`src/rtl/systolic_pkg.sv`:
```
// Shared types and geometry for the 4x4 output-stationary systolic array drain path.
package systolic_pkg;

  localparam int unsigned N_DIM       = 4;
  localparam int unsigned NUM_PE      = N_DIM * N_DIM;
  localparam int unsigned ACCUM_WIDTH = 32;
  localparam int unsigned CNT_W       = 3;

  typedef logic signed [ACCUM_WIDTH-1:0] accum_t;
  typedef logic [3:0] pe_idx_t;

  typedef enum logic [1:0] {
    IDLE,
    COLLECT,
    STREAM
  } drain_state_t;

endpackage

```
`src/rtl/drain_sat_clamp.sv`:
```
// Combinational signed clamp of an accumulator word to OUT_WIDTH bits, sign-extended back.
module drain_sat_clamp #(
  parameter int unsigned ACCUM_WIDTH = 32,
  parameter int unsigned OUT_WIDTH   = 16
) (
  input  logic signed [ACCUM_WIDTH-1:0] data,
  output logic signed [ACCUM_WIDTH-1:0] clamped_c,
  output logic                          sat_c
);

  localparam logic signed [ACCUM_WIDTH-1:0] SAT_MAX =
    {{(ACCUM_WIDTH-OUT_WIDTH+1){1'b0}}, {(OUT_WIDTH-1){1'b1}}};
  localparam logic signed [ACCUM_WIDTH-1:0] SAT_MIN =
    {{(ACCUM_WIDTH-OUT_WIDTH+1){1'b1}}, {(OUT_WIDTH-1){1'b0}}};

  always_comb begin
    clamped_c = data;
    sat_c     = 1'b0;
    if (data > SAT_MAX) begin
      clamped_c = SAT_MAX;
      sat_c     = 1'b1;
    end else if (data < SAT_MIN) begin
      clamped_c = SAT_MIN;
      sat_c     = 1'b1;
    end
  end

endmodule

```
`src/rtl/systolic_result_drain.sv`:
```
// Captures each PE's K-th accumulator update for a tile, then streams all 16 results in raster order.
// Optional output clamping is built when SYSTOLIC_DRAIN_SAT_EN is defined.
module systolic_result_drain
  import systolic_pkg::*;
#(
  parameter int unsigned K_DEPTH     = 4,
  parameter int unsigned ACCUM_WIDTH = 32,
  parameter int unsigned OUT_WIDTH   = 16
) (
  input  logic                          clk,
  input  logic                          rst_n,
  input  logic                          start,
  input  logic [NUM_PE*ACCUM_WIDTH-1:0] result_flat,
  input  logic [NUM_PE-1:0]             valid_flat,
  output logic [ACCUM_WIDTH-1:0]        out_data,
  output logic [1:0]                    out_row,
  output logic [1:0]                    out_col,
  output logic                          out_valid,
  input  logic                          out_ready,
  output logic                          out_last,
  output logic                          out_sat,
  output logic                          busy,
  output logic                          tile_done,
  output logic                          err
);

  localparam logic [CNT_W-1:0] K_LAST   = CNT_W'(K_DEPTH - 1);
  localparam logic [CNT_W-1:0] K_FULL   = CNT_W'(K_DEPTH);
  localparam pe_idx_t          LAST_IDX = pe_idx_t'(NUM_PE - 1);

  if (K_DEPTH < 1 || K_DEPTH > 7) begin : g_bad_k_depth
    $error("K_DEPTH must be within 1..7");
  end
  if (OUT_WIDTH < 2 || OUT_WIDTH > ACCUM_WIDTH) begin : g_bad_out_width
    $error("OUT_WIDTH must be within 2..ACCUM_WIDTH");
  end

  drain_state_t                   state;
  pe_idx_t                        idx;
  logic [CNT_W-1:0]               cnt      [NUM_PE];
  logic [NUM_PE-1:0]              captured;
  logic signed [ACCUM_WIDTH-1:0]  acc_buf  [NUM_PE];

  logic [NUM_PE-1:0]              cap_hit;
  logic signed [ACCUM_WIDTH-1:0]  buf_nxt  [NUM_PE];
  logic                           all_cap;
  pe_idx_t                        idx_nxt;
  logic signed [ACCUM_WIDTH-1:0]  sel_word;
  logic signed [ACCUM_WIDTH-1:0]  beat_data;
  logic                           beat_sat;

  // Capture decode; sel_word is the next beat to present (beat 0 may be captured this very edge).
  always_comb begin
    cap_hit = '0;
    for (int p = 0; p < int'(NUM_PE); p++) begin
      cap_hit[p] = valid_flat[p] && !captured[p] && (cnt[p] == K_LAST);
      buf_nxt[p] = cap_hit[p] ? result_flat[p*ACCUM_WIDTH +: ACCUM_WIDTH] : acc_buf[p];
    end
    all_cap  = &(captured | cap_hit);
    idx_nxt  = idx + 4'd1;
    sel_word = (state == COLLECT) ? buf_nxt[0] : acc_buf[idx_nxt];
  end

`ifdef SYSTOLIC_DRAIN_SAT_EN
  drain_sat_clamp #(
    .ACCUM_WIDTH(ACCUM_WIDTH),
    .OUT_WIDTH  (OUT_WIDTH)
  ) u_clamp (
    .data     (sel_word),
    .clamped_c(beat_data),
    .sat_c    (beat_sat)
  );
`else
  assign beat_data = sel_word;
  assign beat_sat  = 1'b0;
`endif

  always_ff @(posedge clk or negedge rst_n) begin
    if (!rst_n) begin
      state     <= IDLE;
      idx       <= '0;
      captured  <= '0;
      for (int p = 0; p < int'(NUM_PE); p++) begin
        cnt[p]     <= '0;
        acc_buf[p] <= '0;
      end
      out_data  <= '0;
      out_row   <= '0;
      out_col   <= '0;
      out_valid <= 1'b0;
      out_last  <= 1'b0;
      out_sat   <= 1'b0;
      busy      <= 1'b0;
      tile_done <= 1'b0;
      err       <= 1'b0;
    end else begin
      tile_done <= 1'b0;
      case (state)
        IDLE: begin
          if (start) begin
            for (int p = 0; p < int'(NUM_PE); p++) cnt[p] <= '0;
            captured <= '0;
            err      <= 1'b0;
            busy     <= 1'b1;
            state    <= COLLECT;
          end
        end

        COLLECT: begin
          for (int p = 0; p < int'(NUM_PE); p++) begin
            acc_buf[p] <= buf_nxt[p];
            if (valid_flat[p]) begin
              if (captured[p]) begin
                err    <= 1'b1;
                cnt[p] <= K_FULL;
              end else if (cap_hit[p]) begin
                cnt[p]      <= K_FULL;
                captured[p] <= 1'b1;
              end else begin
                cnt[p] <= cnt[p] + CNT_W'(1);
              end
            end
          end
          if (all_cap) begin
            state     <= STREAM;
            idx       <= '0;
            out_valid <= 1'b1;
            out_data  <= beat_data;
            out_row   <= 2'd0;
            out_col   <= 2'd0;
            out_last  <= 1'b0;
            out_sat   <= beat_sat;
          end
        end

        STREAM: begin
          // Results arriving after capture mean the upstream tile overran its reduction length.
          if (|valid_flat) err <= 1'b1;
          if (out_ready) begin
            if (idx == LAST_IDX) begin
              state     <= IDLE;
              out_valid <= 1'b0;
              out_last  <= 1'b0;
              out_sat   <= 1'b0;
              busy      <= 1'b0;
              tile_done <= 1'b1;
            end else begin
              idx      <= idx_nxt;
              out_data <= beat_data;
              out_row  <= idx_nxt[3:2];
              out_col  <= idx_nxt[1:0];
              out_last <= (idx_nxt == LAST_IDX);
              out_sat  <= beat_sat;
            end
          end
        end

        default: state <= IDLE;
      endcase
    end
  end

endmodule

```
`config.mk`:
```
export PLATFORM = sky130hd
export DESIGN_NAME = systolic_result_drain
export DESIGN_NICKNAME = d
export VERILOG_FILES = /design/src/rtl/systolic_pkg.sv /design/src/rtl/drain_sat_clamp.sv /design/src/rtl/systolic_result_drain.sv
export SDC_FILE = /design/constraint.sdc
export NUM_CORES = 1
export LEC_CHECK = 0
export ABC_AREA = 1
export BUFFER_PORTS_ARGS = -buffer_cell sky130_fd_sc_hd__buf_4
export CORE_MARGIN = 3
export CORE_UTILIZATION = 44
export CTS_CLUSTER_DIAMETER = 200
export DETAILED_ROUTE_END_ITERATION = 7
export MAX_ROUTING_LAYER = met4
export PLACE_DENSITY_LB_ADDON = 0.08
export SLEW_MARGIN = 20
export SYNTH_ARGS = -nofsm -noshare
export SYNTH_HDL_FRONTEND = slang
export SYNTH_SLANG_ARGS = --single-unit
export TNS_END_PERCENT = 1
```
`constraint.sdc`:
```
create_clock -name clk -period 2.8 [get_ports clk]
set_input_delay 0.84 -clock clk [delete_from_list [all_inputs] [get_ports clk]]
set_output_delay 0.84 -clock clk [all_outputs]
set_load 0.02 [all_outputs]
```
# Word level (Yosys, flattened, before mapping)
# Index checks and enable logic that the tools add are counted.
classes:
  addsub: 17
  order_cmp: 1
  eq_ne: 42
  muxes: 180
  bitwise_logic: 2
  n_reduce_logical: 92
ops:
  columns: ["cell", "count"]
  rows:
  - ["$mux 32", 7]
  - ["$mux 3", 48]
  - ["$bmux 32 s4", 1]
  - ["$mux 1", 98]
  - ["$pmux 48 s2", 1]
  - ["$pmux 32 s2", 1]
  - ["$reduce_and 3->1", 18]
  - ["$add 3x1->3 const B", 16]
  - ["$eq 3x2->1 const B", 16]
  - ["$mux 48", 1]
  - ["$ne 2x2->1 const B", 22]
  - ["$logic_and 1x1->1", 32]
  - ["$pmux 16 s2", 1]
  - ["$reduce_and 2->1", 15]
  - ["$mux 2", 9]
  - ["$logic_not 1->1", 16]
  - ["$mux 16", 1]
  - ["$or 16x16->16", 1]
  - ["$reduce_and 16->1", 1]
  - ["$reduce_and 4->1", 4]
  - ["$reduce_or 16->1", 1]
  - ["$mux 4", 3]
  - ["$eq 4x4->1 const B", 2]
  - ["$pmux 1 s2", 4]
  - ["other kinds (12)", 15]
word_totals:
  regBits: 624
  input_bits: 532
  output_inout_bits: 42
  wordCells: 393

# Logic depth before layout (Yosys ltp)
# Gate-level depths: netlist of run 1.
depth:
  word_depth: 38
  ltp_mapped: 17
  mapped_depth_nobuf: 13

# Worst setup path after synthesis of run 1
# Ideal clock, no wire load.
synth_timing:
  path_kind: "reg2reg"
  start: "register, netlist name out_col[0]"
  end: "register out_data[0]"
  setup_time_ns: 0.066
  arrival_ns: 2.248
  t_required_ns: 2.734
  setup_slack_ns: 0.486
  path_stages_with_launch: 17
  path_buffers: 5
  period_less_slack_ns: 2.314
  path_cell_list: "dfrtp_1 -> buf_4 -> inv_2 -> buf_2 -> ha_1 -> buf_4 -> inv_2 -> buf_2 -> buf_2 -> nand3_1 -> nand3_1 -> nand3_1 -> nand2_1 -> nand2_1 -> nand2_1 -> nand2_1 -> nand2_1"
synth_lines:
  columns: ["item", "line_no", "rtl"]
  rows:
  - ["end signal: assignment", "systolic_result_drain.sv:128", "out_data <= beat_data;"]
  - ["end signal: assignment", "systolic_result_drain.sv:149", "out_data <= beat_data;"]
  - ["end: declaration", "systolic_result_drain.sv:15", "output logic [ACCUM_WIDTH-1:0] out_data,"]

# Final worst setup path of run 1
layout_timing:
  start: "register out_col[0]"
  end: "output out_col[0]"
layout_lines:
  columns: ["item", "line_no", "rtl"]
  rows:
  - ["start: declaration", "systolic_result_drain.sv:17", "output logic [1:0] out_col,"]
  - ["start signal: assignment", "systolic_result_drain.sv:151", "out_col <= idx_nxt[1:0];"]
# No word-level cell between the ends.

==> metrics, run 1 <==
leading area contributor after synthesis dfrtp_1; layout cell share with drive strength beyond 1 22.27%; max_cap viols 0; via count between 20000 and 30000; most common cell after layout, fill and taps aside nand2_1; number of enable flip-flop cells after synthesis 0; period utilization 92.02%; Final Hold Fails 0; number of buffer cells added on primary ports 572; post-synthesis sequential area ratio about 51%; Routed Antenna Nets 0; Avg Cell Area, Syn 8.073 um2; GP Congestion 0.9153; Worst-Margin Slew between 0.7 and 0.8 ns; HPWL Detailed just over 80000 um; Hold Path Class primary input to asynchronous set/reset pin; Synth-to-Final Area Change 27.22%; clock transition at the registers of the reported paths 0.06 ns; FF-to-FF End out_data[11]; critical path capture point type primary output; core area just under 0.07 mm2; count of different cell masters after synthesis 33; critical path data required time around 2 ns; Peak Freq around 390 MHz; top_reg_cell synth dfrtp_1; CP Data Arrival Time about 1.7 ns; latest clock arrival within the worst-skew pair a little over 0.6 ns; Clock Sinks approximately 620; synth top area cells dfrtp_1 51%, nand2_1 9.7%, nor2_1 7.0%; DRT iter0 DRCs ~2100; R2R Setup Slk between 0.2 and 0.25 ns; Power Density around 1000 mW/mm2; commonest non-fill, non-tap cells in the layout 786 x nand2_1, 627 x buf_4, 618 x dfrtp_1; row count 95; CP Launch Type flip-flop; count of pins over their slew limit 0; Worst R2R Start out_col[0]; worst rel slew slack a little under half; drt via density 5.126; Yosys warnings 0; die width about 270 um; htree depth 3; Root Driver clkbuf_16; syn nets 4344; chip height 269.1 um; outcome finished, final reports clean; Lkg Pwr approximately 0.02 uW; First-pass DRT Iterations 7; post-synth top area share between 50% and 60%; drt total wl about 110000 um; Synth Register Bits roughly 620; crit path max fanout 67; wire per inst about 21 um; Layout fillers roughly 6400; critical path class flip-flop to primary output; grt ovf 0; total CTS buffers approximately 70; Mapped Cells between 3000 and 4000; Async SR Flop Fraction between 90% and 100%; Synth Cell Area 0.03046 mm2; reg2reg path depth 11; Post-Route Setup TNS 0 ns; setup violators final 0; TritonCTS clock tree built; initial antenna violation count 23; initial core utilization between 40% and 50%; worst vdd rail ir drop 0.0005832 V; post-layout min period between 2 and 3 ns; largest net degree at the start of global routing 134; vias in the first global route 26780; first-pass GRT wire length between 150000 and 200000 um; skew final approximately 0.021 ns; CTS Hold Buffers Added 0; RSZ-0062 raised after global routing false; worst hold slack about 0.16 ns; DRC viols 0; GRT Overall Usage slightly above 30%; # IOs around 570; final net count 4863; die area 0.07242 mm2; deepest clock path buffer count 3
sequential cells by signal, indices dropped and copies added, names as in the netlist:
register   count
cnt           48
out_col        1
captured      16
acc_buf      512
out_data      32
out_valid      1
tile_done      1
busy           1
out_last       1
out_row        2
err            1
idx            1
state          2
Yosys cell counts (3+ instances only):
| library cell | n |
|---|---|
| nor2_1 | 570 |
| nand3_1 | 315 |
| o21ai_1 | 4 |
| inv_2 | 6 |
| buf_2 | 106 |
| nor4_1 | 6 |
| inv_1 | 450 |
| o211ai_1 | 31 |
| o21ai_0 | 143 |
| buf_1 | 12 |
| o22ai_1 | 16 |
| buf_4 | 15 |
| mux2_2 | 160 |
| buf_6 | 3 |
| ha_1 | 39 |
| a21oi_1 | 379 |
| nand4_1 | 12 |
| nand4_2 | 6 |
| dfrtp_1 | 619 |
| clkbuf_1 | 78 |
| nand2_1 | 786 |
report_power, final:
part	internal (uW)	switching, uW
Sequential	12100	1260
Combinational	5180	9050
Clock	6440	3900
Total	23700	14200
metrics by stage:
| step | area (um2) | util [%] | setup slack (ns) | total power (uW) | cells |
|---|---|---|---|---|---|
| after floorplan | 30460 | - | 0.4860 | 22460 | 3773 |
| after global placement | 36040 | 53.10 | 0.3473 | 27470 | 5138 |
| after detailed placement | 36040 | 53.10 | 0.3599 | 27700 | 5138 |
| after CTS | 38660 | 56.96 | 0.01185 | 38140 | 5272 |
| after global routing | 38750 | 57.09 | 0.1400 | 40540 | 5295 |
| final | 38750 | 57.10 | 0.2234 | 37920 | 5296 |
worst max-delay path: stages, from the launching register on:
cell,delay (ns)
dfrtp_4,0.58
buf_16,0.28
buf_4,0.21
cell type report:
type | count | area, um2 | area share [%]
Timing Repair Buffer | 659 | 5355 | 13.82
Antenna cell | 23 | 57.56 | 0.1485
Clock buffer | 109 | 2237 | 5.773
Clock inverter | 25 | 382.9 | 0.9880
Multi-Input combinational cell | 2484 | 12350 | 31.88
Inverter | 456 | 1720 | 4.439
Sequential cell | 619 | 15490 | 39.98
Tap cell | 921 | 1152 | 2.974
kinds of logic (layout without fill, tap and decap cells):
| kind of cell | Yosys count | in the layout | synth area share [%] |
|---|---|---|---|
| flops | 619 | 619 | 50.85 |
| xor+xnor | 2 | 2 | 0.08217 |
| simple gates | 1701 | 1701 | 22.65 |
| other cells | 1 | 24 | 0.01231 |
| mux | 160 | 160 | 5.915 |
| compound gates | 581 | 581 | 9.940 |
| buf+inv | 670 | 1249 | 8.950 |
| fa+ha+maj | 39 | 39 | 1.602 |
metal layers:
layer  routed length [um]  share of wire, %  global-route usage, %
met1                46520                42                  39.78
met5                    0                 0                      -
met2                52460                47                  47.68
met3                 8138               7.3                  7.308
met4                 4066               3.7                  11.90
worst max-delay path by stage:
stage | endpoint | cells past startpoint | from
final | out_col[0] | 2 | out_col[0]
after global routing | acc_buf[100] | 8 | state[1]
after CTS | out_col[0] | 2 | out_col[0]
after detailed placement | out_data[11] | 11 | out_col[0]
after global placement | out_data[22] | 13 | out_col[0]
after floorplan | out_data[0] | 16 | out_col[0]
what timing repair did:
item,in CTS,in global routing
endpoints found under the setup margin,0,1
endpoints found under the hold margin,0,0
resized for setup,0,1
buffers inserted,0,0
No activity file was read; power rests on OpenSTA's default activity.
==> inputs of run 2 (changes only) <==
==> constraint.sdc (replaced) <==
create_clock -name clk -period 2.8 [get_ports clk]
set_input_delay 0.14 -clock clk [delete_from_list [all_inputs] [get_ports clk]]
set_output_delay 0.14 -clock clk [all_outputs]
set_load 0.02 [all_outputs]
==> run 2 against run 1 <==
Net effect: clock-buffer cell count is 1 higher; clock skew up 0.0050 ns; register-to-register slack gained 0.08 ns; highest routed layer unchanged; clock power decreased by 5%; final area increased by 13%; non-clock buffer count grew 515; utilization grew 7.2 points; global-route usage grew 2.3 points; routed wire length rose by 7.1%; sequential cell count stayed put; largest power group unchanged; critical path type is now flip-flop to flip-flop; hold slack worse by 0.11 ns; die area unchanged.
==> metrics, run 2 (synthesis gave the netlist of run 1 again) <==
max reg flops 512 (unchanged); # Post-CTS Setup Buffers 0 (unchanged); Combinational Power Share 39.3% (+1.8 points); final net count 5377 (+11%); top sig layer met4; Worst Path Buf+Inv 3 (+1); largest net degree at the start of global routing 128 (-4.5%); biggest registers after layout acc_buf x512, cnt x48, out_data x32; Switching Share 38.10% (+0.62 points); row count 95 (unchanged); commonest non-fill, non-tap cells in the layout 786 x nand2_1, 619 x buf_4, 618 x dfrtp_1; Slowest Stage Delay on Critical Path 0.40 ns (-0.18 ns); Layout fillers 5634 (-12%); metal2 WL 56000 um (+6.7%); number of buffer cells added on primary ports 572 (unchanged); cell family with most CP delay buffers and inverters; switching power 14520 uW (+2.2%); crit path max fanout 32 (-52%); first-pass GRT wire length 180600 um (+9.1%); routed wl met3 7233 um (-11%); DRC viols 0 (unchanged); Clock Sinks 619 (unchanged); CP Launch Type flip-flop; critical path capture point type flip-flop; via count 30040 (+11%); CTS resizes 0 (unchanged); drt total wl 119000 um (+7.1%); CP Data Arrival Time 2.97 ns (+1.23 ns); # IOs 574 (unchanged); clock transition at the registers of the reported paths 0.06 ns (about the same); Clk network pwr share 25.7% (-1.6 points); total CTS buffers 71 (-1.4%); critical path class flip-flop to flip-flop; count of pins over their slew limit 0 (unchanged); deepest clock path buffer count 3 (unchanged); Root Driver clkbuf_16; wire per inst 20.52 um (-2.3%); final worst slack 0.3168 ns (+0.09337 ns); Final Hold Fails 0 (unchanged); CP Cell Sequence inv_1 > ha_4 > clkinv_2 > nor2_1 > nand3_2 > buf_4 > mux2_2; grt ovf 0 (unchanged); Hold Path Class primary input to asynchronous set/reset pin; skew final 0.02579 ns (+0.004954 ns); latest clock arrival within the worst-skew pair 0.62 ns (about the same); sequential power share 35.1% (about the same); Synth-to-Final Area Change 43.35%; chip height 269.1 um (unchanged); max_cap viols 0 (unchanged); period utilization 88.69% (-3.3 points); largest reg by FF count acc_buf; Post-Route Setup TNS 0 ns (unchanged); post-layout min period 2.483 ns (-0.09336 ns); Power Density 873.0 mW/mm2 (-11%); Peak Freq 402.7 MHz (+3.8%); Lkg Pwr 0.02213 uW (+10%); outcome finished, final reports clean; DRT iter0 DRCs 2496 (+16%); TritonCTS clock tree built; RSZ-0062 raised after global routing false; worst vdd rail ir drop 0.0005277 V (-9.5%); layout cell share with drive strength beyond 1 19.46% (-2.8 points); die width 269.1 um (unchanged); slowest stage cell, crit path dfrtp_1; Worst-Margin Slew 0.7898 ns (-0.009296 ns); initial antenna violation count 16 (-30%); initial core utilization 44.88% (unchanged); M1 WL 50260 um (+8.0%); GRT Overall Usage 33.28% (+2.3 points); worst rel slew slack 47.34% (+0.62 points); die area 0.07242 mm2 (unchanged); most common cell after layout, fill and taps aside nand2_1; critical path data required time 3.29 ns (+1.33 ns); drt via density 5.178 (+1.0%); pre-CTS WS 0.3509 ns (-0.008983 ns); HPWL Detailed 81870 um (-0.57%); First-pass DRT Iterations 5 (-2); GP Congestion 0.9216 (+0.69%); htree depth 3 (unchanged); Pint 23600 uW (-0.47%); Routed Antenna Nets 0 (unchanged); setup violators final 0 (unchanged); vias in the first global route 29950 (+12%); core area 0.06787 mm2 (unchanged)
[run 2: cell count changes in the layout (fill, tap and decap cells not counted), moves of 2 or more]
cell           before  now
clkbuf_16          78   75
buf_4             627  619
clkbuf_1           13   15
diode_2            23   20
bufinv_16          10    5
dlygate4sd3_1       0  530
clkinv_2           14    9
buf_12             29   24
[run 2: final cells by class]
type	count	area, um2	share of cell area (%)
Sequential cell	619	15490	35.48
Clock inverter	18	232.7	0.5330
Tap cell	921	1152	2.639
Multi-Input combinational cell	2484	12360	28.31
Antenna cell	20	50.05	0.1146
Inverter	456	1720	3.940
Clock buffer	110	2208	5.057
Timing Repair Buffer	1174	10450	23.93
[run 2: through the flow]
stage               total power (uW)  util (%)  area (um2)  instances  hold WS (ns)
floorplan                      22460         -       30460       3773       -0.1556
global placement               27420     52.84       35860       5124        0.1143
detailed placement             27680     52.84       35860       5124        0.1147
CTS                            38150     64.25       43610       5782       0.01991
global route                   40640     64.32       43660       5798       0.08367
finish                         38120     64.34       43670       5802       0.05644
[run 2: metal layers]
layer	up-vias	GRT usage [%]
met4	0	14.74
li1	14090	-
met2	1080	51.98
met5	-	-
met3	288	5.619
met1	14590	42.80
[run 2: path summary, 6_finish.rpt]
check / from / end / slack, ns / depth (start not counted)
min in group clk: valid_flat[2] / captured[2] / 0.06 / 5
max: state[1] / acc_buf[339] / 0.32 / 7
min reg2reg: out_data[13] / out_data[13] / 0.49 / 2
max in group asynchronous: rst_n / acc_buf[107] / 1.71 / 4
max reg2reg: state[1] / acc_buf[339] / 0.32 / 7
min: rst_n / acc_buf[233] / 0.06 / 2
[run 2: power by group through the flow]
stage	combinational (uW)	clock, uW	sequential (uW)
finish	15000	9790	13400
global route	16600	10300	13700
CTS	14900	9930	13300
detailed placement	14200	0	13500
global placement	14000	0	13400
floorplan	9170	0	13300
[run 2: timing repair]
action | in CTS | in global routing
hold endpoints to repair | 818 | 0
endpoints found under the setup margin | 0 | 0
hold buffers | 530 | 0
[run 2: worst register-to-register path, delay by kind of cell (launching register included)]
kind / cells / cell delay, ns
simple gates: 2 / 0.49
buf+inv: 3 / 0.82
flops: 1 / 0.40
mux: 1 / 0.37
fa+ha+maj: 1 / 0.29
==> inputs of run 3 (changes only) <==
--- a/config.mk
+++ b/config.mk
@@ -7,8 +7,10 @@
 export LEC_CHECK = 0
 export ABC_AREA = 1
 export BUFFER_PORTS_ARGS = -buffer_cell sky130_fd_sc_hd__buf_4
+export CELL_PAD_IN_SITES_DETAIL_PLACEMENT = 0
+export CELL_PAD_IN_SITES_GLOBAL_PLACEMENT = 1
 export CORE_MARGIN = 3
-export CORE_UTILIZATION = 44
+export CORE_UTILIZATION = 41
 export CTS_CLUSTER_DIAMETER = 200
 export DETAILED_ROUTE_END_ITERATION = 7
 export MAX_ROUTING_LAYER = met4
==> run 3 against run 2 <==
Net effect: hold slack worse by 0.018 ns; sequential power hardly changed; clock skew is 0.0082 ns lower; register-to-register slack better by 0.05 ns; critical path depth is 5 higher; global-route usage is 0.85 points lower; combinational power is 3% higher; via count is 0.69% lower; clock-buffer cell count is 6 higher; critical path type unchanged; largest power group unchanged.
==> metrics, run 3 (synthesis gave the netlist of run 1 again) <==
largest reg by FF count acc_buf; period utilization 86.98% (-1.7 points); DRC viols 0 (unchanged); number of buffer cells added on primary ports 572 (unchanged); core area 0.07333 mm2 (+8.0%); CP startpoint out_col[0]; # IOs 574 (unchanged); GP Congestion 0.9116 (-1.1%); FF-to-FF End out_data[26]; outcome finished, final reports clean; max_cap viols 0 (unchanged); Worst Path Buf+Inv 3 (unchanged); grt ovf 0 (unchanged); commonest non-fill, non-tap cells in the layout 786 x nand2_1, 630 x buf_4, 618 x dfrtp_1; skew final 0.01756 ns (-0.008230 ns); DRT iter0 DRCs 2107 (-16%); setup violators final 0 (unchanged); HPWL Detailed 86110 um (+5.2%); Worst-Margin Slew 0.7813 ns (-0.008542 ns); post-layout min period 2.435 ns (-0.04788 ns); deepest clock path buffer count 3 (unchanged); slowest stage cell, crit path dfrtp_4; CP Data Arrival Time 2.98 ns (about the same); Slowest Stage Delay on Critical Path 0.57 ns (+0.17 ns); Hold Path Class primary input to flip-flop; crit path max fanout 45 (+41%); vias in the first global route 30190 (+0.78%); Finished Core Util 59.76% (-4.6 points); First-pass DRT Iterations 6 (+1); Power Density 874.2 mW/mm2 (+0.14%); layout cell share with drive strength beyond 1 19.61% (+0.15 points); clock transition at the registers of the reported paths 0.07 ns (about the same); reg2reg path depth 12 (+5); GRT Overall Usage 32.43% (-0.85 points); first-pass GRT wire length 185300 um (+2.6%); Lkg Pwr 0.02219 uW (+0.30%); Routed Antenna Nets 0 (unchanged); Clock Sinks 619 (unchanged); htree depth 3 (unchanged); final worst slack 0.3647 ns (+0.04788 ns); total CTS buffers 72 (+1.4%); critical path data required time 3.34 ns (+0.05 ns); Peak Freq 410.6 MHz (+2.0%); worst vdd rail ir drop 0.0006039 V (+14%); Post-Route Setup TNS 0 ns (unchanged); CP Launch Type flip-flop; biggest registers after layout acc_buf x512, cnt x48, out_data x32; # Post-CTS Setup Buffers 0 (unchanged); Synth-to-Final Area Change 43.87%; Worst Hold End cnt[41]; Top cell by count, worst path nand2_1; most common cell after layout, fill and taps aside nand2_1; cell family with most CP delay simple AND/OR/NAND/NOR gates; final net count 5393 (+0.30%); largest net degree at the start of global routing 130 (+1.6%); min-delay src valid_flat[2]; via count 29840 (-0.69%); wire per inst 21.08 um (+2.8%); die area 0.07760 mm2 (+7.2%); TritonCTS clock tree built; R2R Setup Slk 0.36 ns (+0.05 ns); die width 278.6 um (+3.5%); Layout Cells excl Fill 5857 (+0.95%); row count 99 (+4.2%); pre-CTS WS 0.4455 ns (+0.09463 ns); worst rel slew slack 47.84% (+0.49 points); Worst R2R Start out_col[0]; critical path capture point type flip-flop; max reg flops 512 (unchanged); initial antenna violation count 21 (+5); WHS Path Cells 5; drt total wl 123500 um (+3.7%); initial core utilization 41.54% (-3.3 points); Final Hold Fails 0 (unchanged); CP Cell Sequence inv_4 > ha_4 > inv_6 > buf_12 > o211ai_1 > nand3_1 > nand3_1 > nand2_1 > nand2_1 > nand2_1 > nand2_1 > nand2_1; chip height 278.6 um (+3.5%); drt via density 5.094 (-1.6%); Root Driver clkbuf_16; RSZ-0062 raised after global routing false; critical path class flip-flop to flip-flop; latest clock arrival within the worst-skew pair 0.61 ns (about the same); count of pins over their slew limit 0 (unchanged); placed cell count 5176 (+1.0%)
==> run 3: worst register-to-register path: cells and delay by family, from the launching register on <==
family                   cells  cell delay (ns)
AO/OA/AOI/OAI                1             0.31
AND/OR/NAND/NOR              7             0.78
flip-flops                   1             0.57
buffers and inverters        3             0.49
adder cells (fa/ha/maj)      1             0.22
==> run 3: worst max-delay path by stage <==
| stage | to | cells after the start | slack, ns |
|---|---|---|---|
| after floorplan | out_data[0] | 16 | 0.49 |
| after global placement | out_data[26] | 12 | 0.45 |
| after detailed placement | out_data[20] | 12 | 0.45 |
| after CTS | err | 11 | 0.41 |
| after global routing | err | 11 | 0.18 |
| final | out_data[26] | 12 | 0.36 |
==> run 3: layer usage <==
layer,vias to the layer above,GRT usage (%),part of all wire [%]
met4,0,13.27,4.7
met1,14380,42.57,43
met3,291,5.033,5.9
met5,-,-,0
li1,14100,-,-
met2,1062,50.52,46
==> run 3: where the power goes <==
| group | internal [uW] | total [uW] | switching (uW) |
|---|---|---|---|
| clock network | 5730 | 9630 | 3910 |
| logic | 5720 | 15400 | 9630 |
| registers | 12100 | 13300 | 1240 |
| total | 23500 | 38300 | 14800 |
==> run 3: cell type report <==
| cell class | instances | area [um2] |
|---|---|---|
| inverter | 456 | 1720 |
| tap | 959 | 1200 |
| sequential | 619 | 15490 |
| antenna | 22 | 55.05 |
| clock inverter | 12 | 117.6 |
| fill | 6589 | 29510 |
| timing repair buffer | 1189 | 10600 |
| multi-input combinational | 2484 | 12360 |
| clock buffer | 116 | 2273 |
==> run 3: metrics by stage <==
stage          instance area (um2)  power, uW  hold slack (ns)
2_1_floorplan                30460      22460          -0.1556
3_3_place_gp                 36060      27910           0.1588
3_5_place_dp                 36060      28070           0.1578
4_1_cts                      43770      38400         0.009084
5_1_grt                      43820      40850          0.06983
6_report                     43820      38310          0.03877
==> run 3: what timing repair did <==
| item | CTS | global route |
|---|---|---|
| hold buffers | 531 | 0 |
| endpoints found under the hold margin | 673 | 0 |
| resized for setup | 0 | 0 |
| endpoints found under the setup margin | 0 | 0 |
